## config.mk

```make
export PLATFORM = sky130hd
export DESIGN_NAME = mult_unit
export DESIGN_NICKNAME = d
export VERILOG_FILES = /design/src/rtl/mult_unit_pkg.sv /design/src/rtl/mult_datapath.sv /design/src/rtl/mult_unit.sv
export SDC_FILE = /design/constraint.sdc
export NUM_CORES = 1
export LEC_CHECK = 0
export CAP_MARGIN = 0
export CORE_UTILIZATION = 50
export CTS_BUF_LIST = sky130_fd_sc_hd__clkbuf_8
export DETAILED_ROUTE_END_ITERATION = 8
export PLACE_DENSITY = 0.72
export SLEW_MARGIN = 20
export SYNTH_ARGS = -nofsm -noshare
export SYNTH_HDL_FRONTEND = slang
export SYNTH_SLANG_ARGS = --single-unit
```

## constraint.sdc

```tcl
create_clock -name clk -period 15.1 [get_ports clk]
set_clock_uncertainty 0.2 [all_clocks]
set_input_delay 3.02 -clock clk [delete_from_list [all_inputs] [get_ports clk]]
set_output_delay 3.02 -clock clk [all_outputs]
set_load 0.02 [all_outputs]
```

## src/rtl/mult_unit_pkg.sv

```systemverilog
// Shared execute-stage definitions: multiplier FSM encoding, default
// datapath width and the ALU decoder encodings used around the multiplier.
package mult_unit_pkg;

  // Default operand width of the integer datapath.
  localparam int MULT_WIDTH = 32;

  // Multiplier FSM state encoding (kept as plain constants for older tools).
  localparam logic [1:0] S_IDLE = 2'b00;
  localparam logic [1:0] S_RUN  = 2'b01;
  localparam logic [1:0] S_FIX  = 2'b10;

  // Main decoder -> ALU decoder operation class.
  typedef enum logic [1:0] {
    ALUOP_ADD   = 2'b00,
    ALUOP_SUB   = 2'b01,
    ALUOP_FUNCT = 2'b10
  } aluop_t;

  // ALU decoder -> ALU control encoding.
  typedef enum logic [2:0] {
    ALU_AND = 3'b000,
    ALU_OR  = 3'b001,
    ALU_ADD = 3'b010,
    ALU_SUB = 3'b110,
    ALU_SLT = 3'b111
  } alucontrol_t;

endpackage

```

## src/rtl/mult_datapath.sv

```systemverilog
// Shift-add datapath of the iterative multiplier. Works on operand
// magnitudes and applies the sign once, on the accumulated product.
module mult_datapath
  import mult_unit_pkg::*;
#(
  parameter int WIDTH = MULT_WIDTH
) (
  input  logic               clk,
  input  logic               reset,
  input  logic               load,
  input  logic               step,
  input  logic               signd,
  input  logic [WIDTH-1:0]   srca,
  input  logic [WIDTH-1:0]   srcb,
  output logic [2*WIDTH-1:0] product
);

  logic [2*WIDTH-1:0] mcand_reg;
  logic [2*WIDTH-1:0] acc_reg;
  logic [WIDTH-1:0]   mplier_reg;
  logic               neg_reg;
  logic [WIDTH-1:0]   mag_a;
  logic [WIDTH-1:0]   mag_b;

  // Magnitudes; -2^(WIDTH-1) negates to itself, which is the right unsigned value.
  assign mag_a = (signd & srca[WIDTH-1]) ? -srca : srca;
  assign mag_b = (signd & srcb[WIDTH-1]) ? -srcb : srcb;

  // Load operands on accept, then one shift-add per step: the multiplicand
  // walks left and the multiplier walks right so bit 0 is always the current bit.
  always_ff @(posedge clk or posedge reset) begin
    if (reset) begin
      mcand_reg  <= '0;
      acc_reg    <= '0;
      mplier_reg <= '0;
      neg_reg    <= 1'b0;
    end else if (load) begin
      mcand_reg  <= {{WIDTH{1'b0}}, mag_a};
      mplier_reg <= mag_b;
      acc_reg    <= '0;
      neg_reg    <= signd & (srca[WIDTH-1] ^ srcb[WIDTH-1]);
    end else if (step) begin
      if (mplier_reg[0]) begin
        acc_reg <= acc_reg + mcand_reg;
      end
      mcand_reg  <= mcand_reg << 1;
      mplier_reg <= mplier_reg >> 1;
    end
  end

  // Signed result is the two's-complement negation of the magnitude product.
  assign product = neg_reg ? -acc_reg : acc_reg;

endmodule

```

## src/rtl/mult_unit.sv

```systemverilog
// Background iterative multiplier owning the HI/LO registers. Sequences the
// datapath, handles mthi/mtlo and flush, and stalls the pipeline on hazards.
module mult_unit
  import mult_unit_pkg::*;
#(
  parameter int WIDTH = MULT_WIDTH,
  parameter int CNTW  = 6
) (
  input  logic             clk,
  input  logic             reset,
  input  logic             start,
  input  logic             multseld,
  input  logic             signd,
  input  logic [WIDTH-1:0] srca,
  input  logic [WIDTH-1:0] srcb,
  input  logic             flush,
  input  logic             hilo_rd,
  input  logic             hiwe,
  input  logic             lowe,
  input  logic [WIDTH-1:0] wd,
  output logic [WIDTH-1:0] hi,
  output logic [WIDTH-1:0] lo,
  output logic             busy,
  output logic             done,
  output logic             stall
);

  logic [1:0]         state_reg;
  logic [CNTW-1:0]    cnt_reg;
  logic [WIDTH-1:0]   hi_reg;
  logic [WIDTH-1:0]   lo_reg;
  logic               done_reg;
  logic               accept;
  logic               step;
  logic [2*WIDTH-1:0] product;

  assign accept = (state_reg == S_IDLE) & start & multseld & ~flush;
  assign step   = (state_reg == S_RUN) & ~flush;

  mult_datapath #(.WIDTH(WIDTH)) u_datapath (
    .clk     (clk),
    .reset   (reset),
    .load    (accept),
    .step    (step),
    .signd   (signd),
    .srca    (srca),
    .srcb    (srcb),
    .product (product)
  );

  // FSM, iteration counter and HI/LO: mthi/mtlo only land while idle, the
  // product lands on the FIX edge unless a flush kills it.
  always_ff @(posedge clk or posedge reset) begin
    if (reset) begin
      state_reg <= S_IDLE;
      cnt_reg   <= '0;
      hi_reg    <= '0;
      lo_reg    <= '0;
      done_reg  <= 1'b0;
    end else begin
      done_reg <= 1'b0;
      case (state_reg)
        S_IDLE: begin
          if (hiwe) hi_reg <= wd;
          if (lowe) lo_reg <= wd;
          if (accept) begin
            state_reg <= S_RUN;
            cnt_reg   <= '0;
          end
        end
        S_RUN: begin
          if (flush) begin
            state_reg <= S_IDLE;
          end else begin
            cnt_reg <= cnt_reg + 1'b1;
            if (cnt_reg == CNTW'(WIDTH - 1)) begin
              state_reg <= S_FIX;
            end
          end
        end
        S_FIX: begin
          state_reg <= S_IDLE;
          if (!flush) begin
            {hi_reg, lo_reg} <= product;
            done_reg         <= 1'b1;
          end
        end
        default: state_reg <= S_IDLE;
      endcase
    end
  end

  assign hi    = hi_reg;
  assign lo    = lo_reg;
  assign done  = done_reg;
  assign busy  = (state_reg != S_IDLE);
  // Combinational so the offending instruction is held in the same cycle.
  assign stall = busy & ((start & multseld) | hilo_rd | hiwe | lowe);

endmodule

```

# [Word-level counts from Yosys, hierarchy flattened]
# Index checks and enable logic that the tools add are counted.
[totals] reg_bits=234 ram_bits=0 mem_count=0 mem_bits_ro=0 out_inout_bits=67 latch_bits=0
[classes] div=0 addsub=5 order_cmp=0 bitwise=14 multipliers=0 n_mux=25 shift=0 eq_ne=9 n_reduce_logical=11
[op_table] cell="64-bit two-way mux" count=6
[op_table] cell="32-bit two-way mux" count=8
[op_table] cell="32-bit one-hot mux with 2 select lines" count=2
[op_table] cell="64-bit adder" count=1
[op_table] cell="32-bit negator" count=2
[op_table] cell="64-bit negator" count=1
[op_table] cell="6-bit two-way mux" count=2
[op_table] cell="6-bit one-hot mux with 2 select lines" count=1
[op_table] cell="2-bit != test (second input constant)" count=5
[op_table] cell="2-bit nonzero test" count=5
[op_table] cell="1-bit AND" count=9
[op_table] cell="3-bit AND reduction" count=3
[op_table] cell="6-bit by 1-bit adder with 6-bit output (second input constant)" count=1
[op_table] cell="6-bit by 5-bit == test with 1-bit output (second input constant)" count=1
[op_table] cell="2-bit two-way mux" count=3
[op_table] cell="2-bit one-hot mux with 2 select lines" count=1
[op_table] cell="2-bit AND reduction" count=2
[op_table] cell="3-bit by 2-bit != test with 1-bit output (second input constant)" count=1
[op_table] cell="1-bit bitwise OR" count=3
[op_table] cell="2-bit by 1-bit == test with 1-bit output (second input constant)" count=1
[op_table] cell="2-bit == test (second input constant)" count=1
[op_table] cell="2-bit zero test" count=1
[op_table] cell="1-bit two-way mux" count=2
[op_table] cell="1-bit inverter" count=1
[op_table] cell="1-bit bitwise XOR" count=1

# [Depth between registers and ports, before layout]
[logic_depth] depth_word=6 mapped_depth=12 mapped_depth_nobuf=12

# [Hierarchy]
# Synthesis repeated with hierarchy kept, for this count alone.
[hier_totals] cells_unflattened=1801 hier_area_um2=16415.7
[by_module_without_submodules] mod="mult_datapath" cells_each=1545 n_inst=1 area_each_um2=12816.0
[by_module_without_submodules] mod="mult_unit" cells_each=256 n_inst=1 area_each_um2=3599.7

# [Least setup slack after synthesis]
# No wires, ideal clock.
[synth_timing] path_type="input to output" start="input port multseld" end="output port stall" path_stages=2 n_path_buf=0 slack_ns=8.451 required_time_ns=11.880 arrival_time_ns=3.429 path_cell_list="nand2_1 -> a21oi_1"
[synth_between] elab_chain_cells=5
[synth_lines] element="from (decl)" line="mult_unit.sv:12" text="input logic multseld,"
[synth_lines] element="1-bit AND" line="mult_unit.sv:98" text="assign stall = busy & ((start & multseld) | hilo_rd | hiwe | lowe);"
[synth_lines] element="1-bit bitwise OR (3 in series)" line="mult_unit.sv:98"
[synth_lines] element="1-bit AND" line="mult_unit.sv:98"
[synth_lines] element="to (decl)" line="mult_unit.sv:25" text="output logic stall"
# No other way between the ends.

# [Final worst setup path]
[layout_timing] start="input port hiwe" end="output port stall"
[layout_between] elab_chain_cells=3
[layout_lines] element="from (decl)" line="mult_unit.sv:18" text="input logic hiwe,"
[layout_lines] element="1-bit bitwise OR (2 in series)" line="mult_unit.sv:98"
[layout_lines] element="1-bit AND" line="mult_unit.sv:98"
# No other way between the ends.

==> run summary <==
Status: finished, final reports clean
Global-route wire length before repair: 69.4 mm
Post-synthesis async set-or-reset flop share: 100%
Clock Sinks: 234
DRC errors left: 0
Initial antenna violation count: 0
Final setup viols: 0
Share of layout cells above drive strength 1: 4.80%
RSZ-0062 raised after global routing: no
Dominant synthesized flop cell: dfrtp_1
Layout area overhead: 18.0%
Total Wirelength: 44.0 mm
DRT iter0 DRCs: 1191
IO Count: 172
Post-Syn Instances: 1931
Syn nets: 2104
Register area: 5860 um^2
Slew headroom: 26.8%
Max-cap violations: 0
CTS Buf Count: 43
Worst Tran Pin Value: 1.10 ns
Global Route Usage Sum: 27.2%
Yosys top cell by area: dfrtp_1
Core area: 30700 um^2
GR Overflow Total: 0
Hold-fix buffers at CTS: 0
Vias: 14700
Multi-input combinational cell area: 9360 um^2
Number of global-route vias before repair: 13200
Post-CTS Setup Inserts: 0
Post-cts repair resize count: 0
Register area share after synthesis: 37.4%
Final GP Congestion: 0.935
DP HPWL: 33.0 mm
Filler cell count: 2743
Die X: 179 um
Die Span Y: 179 um
Dominant cells by area after synthesis: dfrtp_1, nand2_1, o21ai_0
Drt pass-1 iters: 6
Layout Utilization: 60.2%
Unique masters post-synth: 64
CTS HTree Levels: 2
WS Path Type: input port to primary output
Yosys warnings: 0
Effective utilization at floorplan: 51.0%
Worst vdd ir: 0.0757 mV
Nets: 2228
EDFF count, synth: 0
PwrDens: 130 nW/um^2
Port bufs: 171
FMAX: 0.132 GHz
CP Capture Type: primary output
Class of the worst hold path: flip-flop to flip-flop
Final Critical Period: 7.60 ns
Req. time, crit path: 11.88 ns
Synth top area share: 37.4%
Startpoint Class: input port
Root buf cell: clkbuf_8
Post-route ant nets: 0
CP Max Fanout: 2
Worst skew pair latency: 0.56 ns
Num rows: 64
Synth Cell Area: 15700 um^2
WL/cell: 17.7 um
Fin. max-slew vios: 0
Avg Cell Area, Syn: 8.11 um^2
Tcrit/Tclk final: 50.3%
Setup TNS: 0 ns
Number of vias per cell: 5.91
Largest net degree at the start of global routing: 109
Die Area: 32000 um^2
Inserted Diodes: 0
CTS tree: done
Seq cells post-synth: 234
Pleak: 0.00809 uW
Clk slew on worst S/H paths: 0.05 ns
Final Hold Viols: 0
Buffer depth of the longest clock path: 3
CP Data Arrival Time: 4.38 ns
[critical path: stages]
cell             delay [ns]
clkdlybuf4s50_1        0.53
nor3_1                 0.08
a21oi_1                0.14
clkdlybuf4s50_1        0.61
[layout make-up]
class                      count  area share [%]
inverter                      26           0.569
sequential                   234            31.7
tap                          396            2.68
clock buffer                  53            3.95
timing repair buffer         184            9.79
multi-input combinational   1566            50.7
clock inverter                22           0.664
[power by group]
group	switching [uW]	internal (uW)
registers	138	736
logic	525	401
clock network	270	333
total	933	1470
[placed cells by master (no fill, tap or decap), types with 4 or more instances in the layout]
master / instances
a211oi_1: 22
a21oi_1: 127
o21bai_1: 7
buf_4: 13
nand2b_1: 11
o21a_1: 8
inv_1: 40
a22o_1: 5
and2_1: 11
a21boi_0: 5
clkdlybuf4s50_1: 171
and4_1: 4
dfrtp_1: 233
a2111oi_0: 4
and3_1: 15
xor2_1: 88
nor4_1: 12
a221o_1: 6
nand3_1: 16
o41ai_1: 15
o211ai_1: 5
or4_1: 16
nand4_1: 16
nand2_1: 399
xnor2_1: 90
o31ai_1: 51
a22oi_1: 6
clkbuf_8: 53
a31oi_1: 67
a21o_1: 48
nor2_1: 166
mux2i_1: 4
or2_2: 6
or3_1: 10
ha_1: 67
nor2b_1: 9
o21ai_0: 183
nor3_1: 20
clkinv_2: 4
[synthesized netlist by cell type (all sizes together), types with 3 or more instances]
library cell and n:
a21boi 5, xor2 88, o41ai 16, nor2 167, buf 9, mux2i 4
a22oi 6, nand4 16, or2 6, a21o 48, nor3 21, inv 26
nand2 399, or4 19, and3 15, o21bai 7, nor2b 10, ha 67
a31oi 67, a211oi 22, o211ai 5, a2111oi 4, a32o 3, and4 4
o21a 8, or3 12, o31ai 53, xnor2 90, nand3 16, a21oi 129
and2 11, clkbuf 96, nand2b 11, a221o 6, nor3b 3, o21ai 184
dfrtp 234, nor4 12, a22o 5, o2111ai 3
[logic make-up after synthesis]
| logic type | count (synthesis) | share of synthesized area, % |
|---|---|---|
| compound gates | 585 | 23.2 |
| xor+xnor | 178 | 9.96 |
| fa+ha+maj | 68 | 5.48 |
| buf+inv | 131 | 3.16 |
| flops | 234 | 37.4 |
| mux | 5 | 0.328 |
| simple gates | 730 | 20.5 |
[through the flow]
| step | worst slack [ns] | hold slack [ns] | cells | instance area, um^2 | total power (uW) |
|---|---|---|---|---|---|
| 3_5_place_dp | 7.49 | 0.265 | 2406 | 17600 | 1800 |
| 2_1_floorplan | 5.46 | 0.260 | 1931 | 15700 | 1510 |
| 6_report | 7.50 | 0.273 | 2481 | 18500 | 2400 |
| 4_1_cts | 7.49 | 0.277 | 2481 | 18500 | 2410 |
| 3_3_place_gp | 7.49 | 0.259 | 2406 | 17600 | 1770 |
| 5_1_grt | 7.41 | 0.281 | 2481 | 18500 | 2560 |
[path summary, 6_finish.rpt]
| check | startpoint | endpoint | slack, ns | depth (start not counted) |
|---|---|---|---|---|
| setup / recovery | hiwe | stall | 7.50 | 4 |
| hold / removal | hi[2]$_DFFE_PP0P_ | hi[2]$_DFFE_PP0P_ | 0.27 | 1 |
| setup reg to reg | u_datapath.acc_reg[2]$_DFFE_PP0P_ | hi[27]$_DFFE_PP0P_ | 10.57 | 10 |
| hold reg to reg | hi[2]$_DFFE_PP0P_ | hi[2]$_DFFE_PP0P_ | 0.27 | 1 |
| max in group asynchronous | reset | u_datapath.neg_reg$_DFFE_PP0P_ | 9.76 | 4 |
| min in group asynchronous | reset | lo[6]$_DFFE_PP0P_ | 2.77 | 2 |
[routing by layer]
metal | GRT usage (%) | vias to the layer above | wire (um)
li1 | - | 7121 | -
met1 | 39.7 | 6893 | 20600
met2 | 41.4 | 571 | 18900
met3 | 4.18 | 68 | 3410
met4 | 8.23 | 0 | 1150
met5 | 0 | - | 0
(Power assumes the default switching activity.)
